$ cat src/rtl/tm_program_loader.sv
// Program loader for the Turing machine core: buffers a host-written program,
// replays it to the core with shaped Next handshakes, pulses Done, then issues
// single-step or free-running Next pulses until the core reports Compute_done.
module tm_program_loader #(
    parameter int unsigned dw     = 4,
    parameter int unsigned w      = 64,
    parameter int unsigned aw     = $clog2(w),
    parameter int unsigned HOLD   = 2,
    parameter int unsigned GAP    = 2,
    parameter int unsigned PERIOD = 16
) (
    input  logic          clock,
    input  logic          reset,
    input  logic          clear,
    input  logic          load_en,
    input  logic [dw-1:0] load_data,
    input  logic [dw-1:0] head_pos,
    input  logic          start,
    input  logic          step,
    input  logic          run_auto,
    input  logic          Compute_done,
    output logic [dw-1:0] input_data,
    output logic          Next,
    output logic          Done,
    output logic          busy,
    output logic          finished,
    output logic [aw:0]   word_count,
    output logic          overflow
);

    // HOLD and GAP never exceed PERIOD, so one width covers every counter.
    localparam int unsigned CW = $clog2(PERIOD + 1);

    typedef enum logic [2:0] {
        StIdle, StStreamHi, StStreamLo, StDoneP,
        StRunIdle, StStepHi, StStepLo, StFinished
    } state_e;

    state_e          state;
    logic [dw-1:0]   mem [w];
    logic [aw-1:0]   rd_ptr;
    logic [aw-1:0]   rd_next;
    logic [CW-1:0]   phase_cnt;
    logic [CW-1:0]   period_cnt;
    logic [dw-1:0]   data_q;
    logic            full;
    logic            last_word;
    logic            wr_en;

    assign full      = (word_count == (aw+1)'(w));
    assign last_word = ({1'b0, rd_ptr} == (word_count - (aw+1)'(1)));
    assign rd_next   = rd_ptr + 1'b1;
    // start outranks clear and load_en; a full buffer drops the write.
    assign wr_en     = (state == StIdle) && load_en && !start && !clear && !full;

    // Head position is shown live while idle; afterwards the last streamed word holds.
    assign input_data = (state == StIdle) ? head_pos : data_q;
    assign busy       = (state != StIdle) && (state != StFinished);
    assign finished   = (state == StFinished);

    // Program buffer storage; contents are don't-care after reset.
    always_ff @(posedge clock) begin
        if (wr_en) begin
            mem[word_count[aw-1:0]] <= load_data;
        end
    end

    // Sequencer: buffer bookkeeping, streaming, stepping and registered Next/Done.
    always_ff @(posedge clock or posedge reset) begin
        if (reset) begin
            state      <= StIdle;
            word_count <= '0;
            overflow   <= 1'b0;
            rd_ptr     <= '0;
            phase_cnt  <= '0;
            period_cnt <= '0;
            data_q     <= '0;
            Next       <= 1'b0;
            Done       <= 1'b0;
        end else begin
            if (period_cnt != '0) begin
                period_cnt <= period_cnt - 1'b1;
            end
            case (state)
                StIdle: begin
                    if (start) begin
                        rd_ptr <= '0;
                        if (word_count == '0) begin
                            state <= StDoneP;
                            Done  <= 1'b1;
                        end else begin
                            state     <= StStreamHi;
                            Next      <= 1'b1;
                            data_q    <= mem[0];
                            phase_cnt <= CW'(HOLD - 1);
                        end
                    end else if (clear) begin
                        word_count <= '0;
                        overflow   <= 1'b0;
                    end else if (load_en) begin
                        if (full) begin
                            overflow <= 1'b1;
                        end else begin
                            word_count <= word_count + 1'b1;
                        end
                    end
                end
                StStreamHi: begin
                    if (phase_cnt == '0) begin
                        state     <= StStreamLo;
                        Next      <= 1'b0;
                        phase_cnt <= CW'(GAP - 1);
                    end else begin
                        phase_cnt <= phase_cnt - 1'b1;
                    end
                end
                StStreamLo: begin
                    if (phase_cnt == '0) begin
                        rd_ptr <= rd_next;
                        if (last_word) begin
                            state <= StDoneP;
                            Done  <= 1'b1;
                        end else begin
                            state     <= StStreamHi;
                            Next      <= 1'b1;
                            data_q    <= mem[rd_next];
                            phase_cnt <= CW'(HOLD - 1);
                        end
                    end else begin
                        phase_cnt <= phase_cnt - 1'b1;
                    end
                end
                StDoneP: begin
                    state <= StRunIdle;
                    Done  <= 1'b0;
                end
                StRunIdle: begin
                    if (Compute_done) begin
                        state <= StFinished;
                    end else if (step || (run_auto && period_cnt == '0)) begin
                        state      <= StStepHi;
                        Next       <= 1'b1;
                        phase_cnt  <= CW'(HOLD - 1);
                        period_cnt <= CW'(PERIOD - 1);
                    end
                end
                StStepHi: begin
                    if (phase_cnt == '0) begin
                        state     <= StStepLo;
                        Next      <= 1'b0;
                        phase_cnt <= CW'(GAP - 1);
                    end else begin
                        phase_cnt <= phase_cnt - 1'b1;
                    end
                end
                StStepLo: begin
                    if (phase_cnt == '0) begin
                        state <= StRunIdle;
                    end else begin
                        phase_cnt <= phase_cnt - 1'b1;
                    end
                end
                StFinished: begin
                    Next <= 1'b0;
                    Done <= 1'b0;
                    if (start) begin
                        state <= StIdle;
                    end
                end
                default: begin
                    state <= StIdle;
                    Next  <= 1'b0;
                    Done  <= 1'b0;
                end
            endcase
        end
    end

endmodule

$ cat config.mk
export PLATFORM = sky130hd
export DESIGN_NAME = tm_program_loader
export DESIGN_NICKNAME = d
export VERILOG_FILES = /design/src/rtl/tm_program_loader.sv
export SDC_FILE = /design/constraint.sdc
export NUM_CORES = 1
export LEC_CHECK = 0
export ABC_CLOCK_PERIOD_IN_PS = 6300
export CORE_MARGIN = 2
export CORE_UTILIZATION = 66
export DETAILED_ROUTE_END_ITERATION = 10
export PLACE_DENSITY = 0.84
export SETUP_SLACK_MARGIN = 0.05
export SYNTH_ARGS = -nofsm -noshare
export SYNTH_HDL_FRONTEND = slang
export SYNTH_SLANG_ARGS = --single-unit
$ cat constraint.sdc
create_clock -name clock -period 6.3 [get_ports clock]
set_input_delay 1.26 -clock clock [delete_from_list [all_inputs] [get_ports clock]]
set_output_delay 1.26 -clock clock [all_outputs]
set_load 0.02 [all_outputs]
==> metrics <==
first-pass GRT wire length=~44 mm; Max Cap Viol=0; chip height=approximately 140 microns; post-DR vias/cell=around 7; diode count=0; total wire length=28.4 mm; skew final=about 13 ps; DR vias=just over 7k; status=completed; fin crit share=65.1%; Initial DRC Count=about 830; Post-synth ARST share=between 10% and 20%; setup bufs post-CTS=0; fill cell count=between 1k and 1.5k; Final Critical Period=4100 ps; main combinational cell family by area after synthesis=multiplexers; Die ar.=approximately 20000 sq um; TritonCTS Sinks=289; Worst Max-Slew Pin Slew=approximately 1200 ps; final net count=roughly 790; ys flop type=edfxtp_1; Total Power=6040 uW; synthesized area per cell=approximately 17 sq um; final setup TNS=0 ps; post-synth cell types=64; post-CTS resize count=0; Core Area=around 19000 sq um; maximum clock insertion buffer count=3; RSZ-0062 raised after global routing=no; CP cell instances=nor3_1 -> mux2_2 -> clkdlybuf4s50_1; WP data arrival=~2800 ps; Final Max Tran Viols=0; maximum VDD drop=0.292 mV; Post-route DRC=0; upper clock frequency limit=about 0.24 GHz; hold slack final=~510 ps; Leak=0.00447 uW; Final setup viols=0; PortBufs=31; worst stage delay on the critical path=720 ps; final antenna-violating net count=0; Final Util=around three quarters; CP required=around 5000 ps; # IOs=32; cells after synthesis=around 740; commonest non-fill, non-tap cell in the layout=edfxtp_1; crit-path max FO=19; Seq/Total Area, Yosys=68.8%; Root Buffer=clkbuf_16; yosys warns=0; routed len/inst=approximately 28 microns; power per cell area=~440 nW/um^2; startpoint type of the worst setup path=flip-flop; final-report hold violation count=0; Num CTS Buffers=29; clock-pin slew on the worst setup and hold paths=about 60 ps; overall routing resource usage=about 30%; TritonCTS clock tree=built; gpl congestion=about 0.93; initial antenna violation count=0; number of synthesized register bits=approximately 290; H-tree level count=1; dpl cell area=12800 sq um; Starting Density=66.6%; Synth Area in XOR/XNOR=under 10%; largest net degree at the start of global routing=65; global route total overflow=0; DRT Pass-1 Iters=5; Synth Area in Compound Gates=around 4.8%; hold_buf cts=0; Slew HR=between 10% and 20%; share of layout cells above drive strength 1=a little under a fifth; crit path kind=flip-flop to output pin; area share of and/or/nand/nor cells after synthesis=approximately 7.2%; placed wire-length estimate=16.5 mm; EDFF count, synth=between 200 and 300; vias in the first global route=between 7k and 8k; worst skew pair latency=between 500 and 600 ps; fraction of synthesized area in multiplexers=14.8%; R2R setup slack=2370 ps; # rows=50; adder-cell share of the synthesized area=less than 1%; CP max stage cell=nor3_1; Die Width=roughly 140 microns; Finished Cell Area=about 14000 sq um; crit end category=output pin; P&R area growth vs syn=11.1%; Post-Syn Nets=759; hold crit path type=flip-flop to flip-flop; mapped cell area=about 12000 sq um; most frequent cells in the layout=edfxtp_1, nor2_1, mux4_2, mux2i_1, dfrtp_1
-- kinds of logic (layout without fill, tap and decap cells) --
family	Yosys count	after routing
AO/OA/AOI/OAI	83	83
XOR/XNOR	21	21
adder cells (fa/ha/maj)	7	7
buffers and inverters	57	106
flip-flops	289	289
multiplexers	102	102
AND/OR/NAND/NOR	177	177
-- worst paths after layout --
path / end / startpoint / cells after the start
min in group asynchronous: state[2] / reset / 3
hold reg to reg: phase_cnt[4] / phase_cnt[4] / 1
hold / removal: phase_cnt[4] / phase_cnt[4] / 1
max in group asynchronous: rd_ptr[0] / reset / 3
setup reg to reg: data_q[0] / rd_ptr[0] / 8
setup / recovery: input_data[3] / state[1] / 3
-- final cells by class --
type | instances | area (sq um) | area share [%]
inverter | 16 | 60.1 | 0.436
timing repair buffer | 37 | 335 | 2.44
clock inverter | 21 | 204 | 1.48
clock buffer | 32 | 737 | 5.36
multi-input combinational | 390 | 3610 | 26.3
tap | 234 | 293 | 2.13
sequential | 289 | 8520 | 61.9
-- state kept, by name, indices dropped and copies added, names as in the netlist --
register,cells
period_cnt,5
mem,256
phase_cnt,5
data_q,4
rd_ptr,6
word_count,7
overflow,1
Next,1
state,3
Done,1
-- stage by stage --
| step | setup WS (ps) | instances |
|---|---|---|
| final | 2200 | 1019 |
| after global routing | 2090 | 1019 |
| after CTS | 2230 | 1019 |
| after detailed placement | 2160 | 966 |
| after global placement | 2300 | 966 |
| after floorplan | 3400 | 736 |
-- where the power goes --
| group | total [uW] | switching [uW] | internal, uW |
|---|---|---|---|
| clock | 1710 | 712 | 1000 |
| combinational | 1930 | 1040 | 894 |
| sequential | 2390 | 222 | 2170 |
-- worst max-delay path: cells and delay by family, from the launching register on --
family | cells | cell delay, ps
mux | 1 | 420
buf+inv | 1 | 540
flops | 1 | 610
simple gates | 1 | 720
-- layer usage --
metal  GRT usage, %  up-vias  wire (microns)
li1               -     2955               -
met1           40.8     3579           10500
met2           50.1      501           14400
met3           4.08       82            2640
met4           8.74        0             974
met5              0        -               0
-- synth_stat cells, drive strengths merged, types with 3 or more instances --
cell type	n	area share, %
mux2	5	0.45
o211ai	6	0.49
inv	16	0.49
nand2	32	0.99
mux2i	33	2.7
nand3b	4	0.34
nand2b	6	0.30
a21oi	10	0.40
xnor2	12	0.85
buf	23	1.2
nor3	7	0.28
o21ai	24	0.97
o31ai	4	0.24
nor2	84	2.5
mux4	64	12
a22oi	5	0.30
a222oi	8	0.65
nand4b	4	0.28
nand4	4	0.20
clkbuf	18	0.55
or3	4	0.24
xor2	9	0.64
a31oi	3	0.15
and3b	3	0.21
and2	3	0.17
edfxtp	256	62
nor4	3	0.15
ha	7	0.71
dfrtp	33	6.7
and3	5	0.25
nand3	9	0.44
(Power assumes the default switching activity.)
